`config.mk`:
```
export PLATFORM = sky130hd
export DESIGN_NAME = alu_status_register_flat
export DESIGN_NICKNAME = d
export VERILOG_FILES = /design/src/rtl/alu_status_register_if.sv /design/src/rtl/alu_status_register.sv /design/src/flat_wrapper.sv
export SDC_FILE = /design/constraint.sdc
export NUM_CORES = 1
export LEC_CHECK = 0
export ABC_AREA = 0
export CAP_MARGIN = 20
export CORE_MARGIN = 2
export CORE_UTILIZATION = 35
export CTS_CLUSTER_DIAMETER = 120
export DETAILED_ROUTE_END_ITERATION = 8
export PLACE_DENSITY_LB_ADDON = 0.08
export REMOVE_ABC_BUFFERS = 1
export SETUP_SLACK_MARGIN = 0.2
export SYNTH_ARGS = -nofsm -noshare
export SYNTH_HDL_FRONTEND = slang
export SYNTH_SLANG_ARGS = --single-unit
```
`constraint.sdc`:
```
create_clock -name clk -period 1.8 [get_ports clk]
set_input_delay 0.18 -clock clk [delete_from_list [all_inputs] [get_ports clk]]
set_output_delay 0.18 -clock clk [all_outputs]
set_load 0.1 [all_outputs]
```
`src/rtl/alu_status_register_if.sv`:
```
// Handshake bundle for the ALU status stage: upstream result/flag inputs and
// the held entry, flags and condition outcome presented downstream.
interface alu_status_register_if #(
  parameter int WIDTH = 4,
  parameter int CNT_W = 8
);
  logic             in_valid;
  logic             in_ready;
  logic [WIDTH-1:0] result;
  logic             carry;
  logic             overflow;
  logic [3:0]       flag_we;
  logic [3:0]       cond;
  logic             out_valid;
  logic             out_ready;
  logic [WIDTH-1:0] data_out;
  logic             flag_n;
  logic             flag_z;
  logic             flag_c;
  logic             flag_v;
  logic             cond_true;
  logic [CNT_W-1:0] zero_count;

  modport master (
    output in_valid, result, carry, overflow, flag_we, cond, out_ready,
    input  in_ready, out_valid, data_out, flag_n, flag_z, flag_c, flag_v,
           cond_true, zero_count
  );

  modport slave (
    input  in_valid, result, carry, overflow, flag_we, cond, out_ready,
    output in_ready, out_valid, data_out, flag_n, flag_z, flag_c, flag_v,
           cond_true, zero_count
  );
endinterface

```
`src/rtl/alu_status_register.sv`:
```
// One-entry registered status stage: holds the ALU result, N/Z/C/V flags with
// per-flag write enables, an evaluated condition code and a saturating zero count.
module alu_status_register #(
  parameter int WIDTH = 4,
  parameter int CNT_W = 8
) (
  input logic                  clk,
  input logic                  rst_n,
  alu_status_register_if.slave bus
);

  typedef enum logic {EMPTY, FULL} state_t;

  state_t           state_q, state_next;
  logic [WIDTH-1:0] data_q;
  logic             n_q, z_q, c_q, v_q;
  logic             n_next, z_next, c_next, v_next;
  logic             cond_q;
  logic [CNT_W-1:0] count_q;
  logic             accept;
  logic             z_new;

  // Condition is judged against the flags as they will be after this accept.
  function automatic logic eval_cond(input logic [3:0] c, input logic n,
                                     input logic z, input logic cy, input logic v);
    logic r;
    r = 1'b0;
    case (c)
      4'd0:    r = z;
      4'd1:    r = !z;
      4'd2:    r = cy;
      4'd3:    r = !cy;
      4'd4:    r = n;
      4'd5:    r = !n;
      4'd6:    r = v;
      4'd7:    r = !v;
      4'd8:    r = cy && !z;
      4'd9:    r = !cy || z;
      4'd10:   r = (n == v);
      4'd11:   r = (n != v);
      4'd12:   r = !z && (n == v);
      4'd13:   r = z || (n != v);
      4'd14:   r = 1'b1;
      default: r = 1'b0;
    endcase
    return r;
  endfunction

  assign bus.in_ready = (state_q == EMPTY) || bus.out_ready;
  assign accept       = bus.in_valid && bus.in_ready;
  assign z_new        = (bus.result == '0);

  always_comb begin
    n_next = bus.flag_we[3] ? bus.result[WIDTH-1] : n_q;
    z_next = bus.flag_we[2] ? z_new               : z_q;
    c_next = bus.flag_we[1] ? bus.carry           : c_q;
    v_next = bus.flag_we[0] ? bus.overflow        : v_q;
  end

  always_comb begin
    state_next = state_q;
    case (state_q)
      EMPTY:   if (accept) state_next = FULL;
      FULL:    if (bus.out_ready && !accept) state_next = EMPTY;
      default: state_next = EMPTY;
    endcase
  end

  always_ff @(posedge clk or negedge rst_n) begin
    if (!rst_n) begin
      state_q <= EMPTY;
    end else begin
      state_q <= state_next;
    end
  end

  always_ff @(posedge clk or negedge rst_n) begin
    if (!rst_n) begin
      data_q <= '0;
      n_q    <= 1'b0;
      z_q    <= 1'b0;
      c_q    <= 1'b0;
      v_q    <= 1'b0;
      cond_q <= 1'b0;
    end else if (accept) begin
      data_q <= bus.result;
      n_q    <= n_next;
      z_q    <= z_next;
      c_q    <= c_next;
      v_q    <= v_next;
      cond_q <= eval_cond(bus.cond, n_next, z_next, c_next, v_next);
    end
  end

  // Counts every zero result accepted, independent of the Z write enable.
  always_ff @(posedge clk or negedge rst_n) begin
    if (!rst_n) begin
      count_q <= '0;
    end else if (accept && z_new && (count_q != {CNT_W{1'b1}})) begin
      count_q <= count_q + 1'b1;
    end
  end

  assign bus.out_valid  = (state_q == FULL);
  assign bus.data_out   = data_q;
  assign bus.flag_n     = n_q;
  assign bus.flag_z     = z_q;
  assign bus.flag_c     = c_q;
  assign bus.flag_v     = v_q;
  assign bus.cond_true  = cond_q;
  assign bus.zero_count = count_q;

endmodule

```
`src/flat_wrapper.sv`:
```
// flat-port wrapper written by rule: the top's interface ports become plain ports
module alu_status_register_flat 
#(
  parameter int WIDTH = 4,
  parameter int CNT_W = 8
)
  (clk, rst_n, bus_in_valid, bus_result, bus_carry, bus_overflow, bus_flag_we, bus_cond, bus_out_ready, bus_in_ready, bus_out_valid, bus_data_out, bus_flag_n, bus_flag_z, bus_flag_c, bus_flag_v, bus_cond_true, bus_zero_count);
  alu_status_register_if #(.WIDTH(WIDTH), .CNT_W(CNT_W)) bus_i ();
  input logic clk;
  input logic rst_n;
  input wire logic [$bits(bus_i.in_valid)-1:0] bus_in_valid;
  input wire logic [$bits(bus_i.result)-1:0] bus_result;
  input wire logic [$bits(bus_i.carry)-1:0] bus_carry;
  input wire logic [$bits(bus_i.overflow)-1:0] bus_overflow;
  input wire logic [$bits(bus_i.flag_we)-1:0] bus_flag_we;
  input wire logic [$bits(bus_i.cond)-1:0] bus_cond;
  input wire logic [$bits(bus_i.out_ready)-1:0] bus_out_ready;
  output wire logic [$bits(bus_i.in_ready)-1:0] bus_in_ready;
  output wire logic [$bits(bus_i.out_valid)-1:0] bus_out_valid;
  output wire logic [$bits(bus_i.data_out)-1:0] bus_data_out;
  output wire logic [$bits(bus_i.flag_n)-1:0] bus_flag_n;
  output wire logic [$bits(bus_i.flag_z)-1:0] bus_flag_z;
  output wire logic [$bits(bus_i.flag_c)-1:0] bus_flag_c;
  output wire logic [$bits(bus_i.flag_v)-1:0] bus_flag_v;
  output wire logic [$bits(bus_i.cond_true)-1:0] bus_cond_true;
  output wire logic [$bits(bus_i.zero_count)-1:0] bus_zero_count;
  assign bus_i.in_valid = bus_in_valid;
  assign bus_i.result = bus_result;
  assign bus_i.carry = bus_carry;
  assign bus_i.overflow = bus_overflow;
  assign bus_i.flag_we = bus_flag_we;
  assign bus_i.cond = bus_cond;
  assign bus_i.out_ready = bus_out_ready;
  assign bus_in_ready = bus_i.in_ready;
  assign bus_out_valid = bus_i.out_valid;
  assign bus_data_out = bus_i.data_out;
  assign bus_flag_n = bus_i.flag_n;
  assign bus_flag_z = bus_i.flag_z;
  assign bus_flag_c = bus_i.flag_c;
  assign bus_flag_v = bus_i.flag_v;
  assign bus_cond_true = bus_i.cond_true;
  assign bus_zero_count = bus_i.zero_count;
  alu_status_register #(.WIDTH(WIDTH), .CNT_W(CNT_W)) u_core (.clk(clk), .rst_n(rst_n), .bus(bus_i));
endmodule
```
==> results of run 1 <==
[area by class of cell]
cell class              instances  area share
flip-flops and latches         18      0.2889
inverters                       1    0.002408
repair buffers                 51      0.3042
well taps                      31     0.02488
multi-input cells              69      0.3563
clock buffers                   4     0.02327
[metrics by stage]
stage / std cells / setup slack [ps] / hold slack, ps / cell area, µm² / utilization
2_1_floorplan: 88 / -1003 / -115.6 / 978.4 / -
3_3_place_gp: 162 / -114.9 / 491.4 / 1420 / 0.5240
3_5_place_dp: 162 / -172.6 / 491.1 / 1420 / 0.5240
4_1_cts: 169 / 210.5 / 207.7 / 1499 / 0.5531
5_1_grt: 174 / 158.9 / 215.2 / 1559 / 0.5753
6_report: 174 / 183.0 / 206.3 / 1559 / 0.5753
[what timing repair did]
item	4_1_cts	5_1_grt
hold endpoints to repair	0	0
buffers inserted	3	5
gates resized for setup	3	8
setup endpoints to repair	3	5
hold buffers	0	0
pin swaps	5	7
[sequential cells by signal (all words and copies together) (netlist names)]
name / cells
u_core.bus.cond_true: 1
u_core.bus.data_out: 4
u_core.bus.flag_c: 1
u_core.bus.flag_n: 1
u_core.bus.flag_v: 1
u_core.bus.flag_z: 1
u_core.bus.out_valid: 1
u_core.bus.zero_count: 8
[metal layers]
metal	part of all wire	up-vias	track usage
met4	0.025	0	0.07309
met5	0	-	0
met2	0.52	31	0.2479
met1	0.40	423	0.1831
li1	-	424	-
met3	0.053	6	0.03175
[report_power, final]
group	switching (W)	total, W	internal [W]
logic	0.000586	0.000853	0.000267
clock network	0.000121	0.000244	0.000123
registers	0.0000403	0.000500	0.000460
[cells by family (layout without fill, tap and decap cells)]
group           count (synthesis)  in the layout  synth area share
simple gates                   33             33            0.1888
flops                          18             18            0.4563
compound gates                 12             12           0.09633
mux                            12             12            0.1356
xor+xnor                       11             11           0.09760
buf+inv                         3             56           0.01266
fa+ha+maj                       1              1           0.01267
[Yosys cell counts (all sizes together) (2+ instances only)]
master,instances
a21oi,2
a31oi,3
and2,5
and3,2
dfrtp,18
mux2,8
mux2i,4
nand2,10
nand2b,2
nand3,4
nand4,2
nor2,4
o21ai,2
xnor2,9
xor2,2
[worst max-delay path: cells and delay by family]
kind	cells	cell delay (ps)
buf+inv	2	640
xor+xnor	1	150
mux	2	440
compound gates	2	370
[worst min path at each step]
stage                             start                       end  slack (ps)  cells past startpoint
3_5_place_dp   u_core.bus.zero_count[4]  u_core.bus.zero_count[4]         490                      1
4_1_cts                           rst_n  u_core.bus.zero_count[4]         210                      2
6_report                          rst_n  u_core.bus.zero_count[4]         210                      2
3_3_place_gp          u_core.bus.flag_c         u_core.bus.flag_c         490                      2
5_1_grt                           rst_n  u_core.bus.zero_count[4]         220                      2
2_1_floorplan                     rst_n      u_core.bus.cond_true        -120                      0
==> flow_summary.ini, run 1 <==
[clock_tree]
htree_levels = 1
cts_tree = done
cts_sinks = 18
clk_path_buf_depth = 2
cts.clk_slew.worst_paths_ps = 100
worstSkewPairLatency_ps = 290
root_buffer = clkbuf_4
cts_buffers = 3

[critical_path]
required_ps = 1960
startpoint = bus_flag_we[0]
r2r.worst_path.cells = 6
start_kind = input pin
crit_arrival_ps = 1780
critPathKind = in2reg
setup.worst_path.end_class = flip-flop
crit_fanout = 2
worstPathCellList = clkdlybuf4s50_1 > mux2_4 > xor2_2 > buf_4 > mux2i_1 > a32oi_1 > a31oi_1
critPathMaxStageDelay_ps = 500
crit_path_end = u_core.bus.cond_true
slowest_stage = clkdlybuf4s50_1
ff2ff_setup_slack_ps = 220
r2r_end = u_core.bus.cond_true
r2r_start = u_core.bus.flag_v

[placed_design]
place_congestion = 0.7717
numPortBuffers = 36
dp_hpwl_mm = 1.727

[detailed_routing]
dr.pass1.iters = 5
num_vias = 884
routed_wl_mm = 2.320
remaining_drc_errors = 0
ant_nets = 0
via_per_inst = 5.080
drt_iter0_drc = 32
wl_per_cell_um = 13.33

[pwr]
ir_drop_mv = 1.576
pwr_density_cell_nw_per_um2 = 1025
power_w = 0.001598
p_leak_nw = 0.7136

[yosys]
async_reset_ff_frac = 1.000
yosysSeqAreaShare = 0.4563
yosysWarnings = 0
synth_edf_count = 0
netlist_instances = 90
yosysTopAreaCell = dfrtp_1
synthTopCellsByArea = dfrtp_1, mux2_2, xnor2_1
ys.flop_type = dfrtp_1
syn_area_um2 = 987.2
ys_types = 31
synth_seq_cells = 18
synth_top_area_frac = 0.4563
syn_avg_cell_area_um2 = 10.97

[layout]
final_cell_mix = buf_4, dfrtp_1, clkdlybuf4s50_1
diodes = 0
fillers = 251
final_nets = 163
mostFrequentLayoutCell = buf_4
drive_above_1_share = 0.3706
multi_input_area_um2 = 555.5
area.sequential_um2 = 450.4
syn_to_final_growth_pct = 57.92

[floorplan]
dieArea_um2 = 3262
row_count = 19
start_util = 0.3643
die_w_um = 57.11
core_area_um2 = 2710
die_h_um = 57.11
pin_count = 37

[timing]
fmax_mhz = 618.4
finClkSkew_ps = 2.391
slew_viol_final = 0
finalHoldViolations = 0
slew-limit-headroom = 0.7364
fin_crit_sh = 0.8983
setup_viol = 0
rsz0062_at_grt = true
tightest_slew_ps = 394.1
period_needed_ps = 1617
setup_tns_ps = 0

[status]
status = finished, final reports clean

[grt]
gr-usage-all-layers = 0.1489
grt_max_degree = 19
grt_pass1_wl_mm = 3.801
grt_antenna_before_repair = 0
overflow = 0
grt_pass1_vias = 891

[hold_path]
worstHoldPathType = in2async

[flow_run]
cap_violations = 0
Power figures use the tool's default switching activity.
==> run 2, diff against run 1 <==
SLEW_MARGIN = 20   (was not set)
==> results of run 2 <==
Final layout, timing and power as in run 1 (identical DEF).
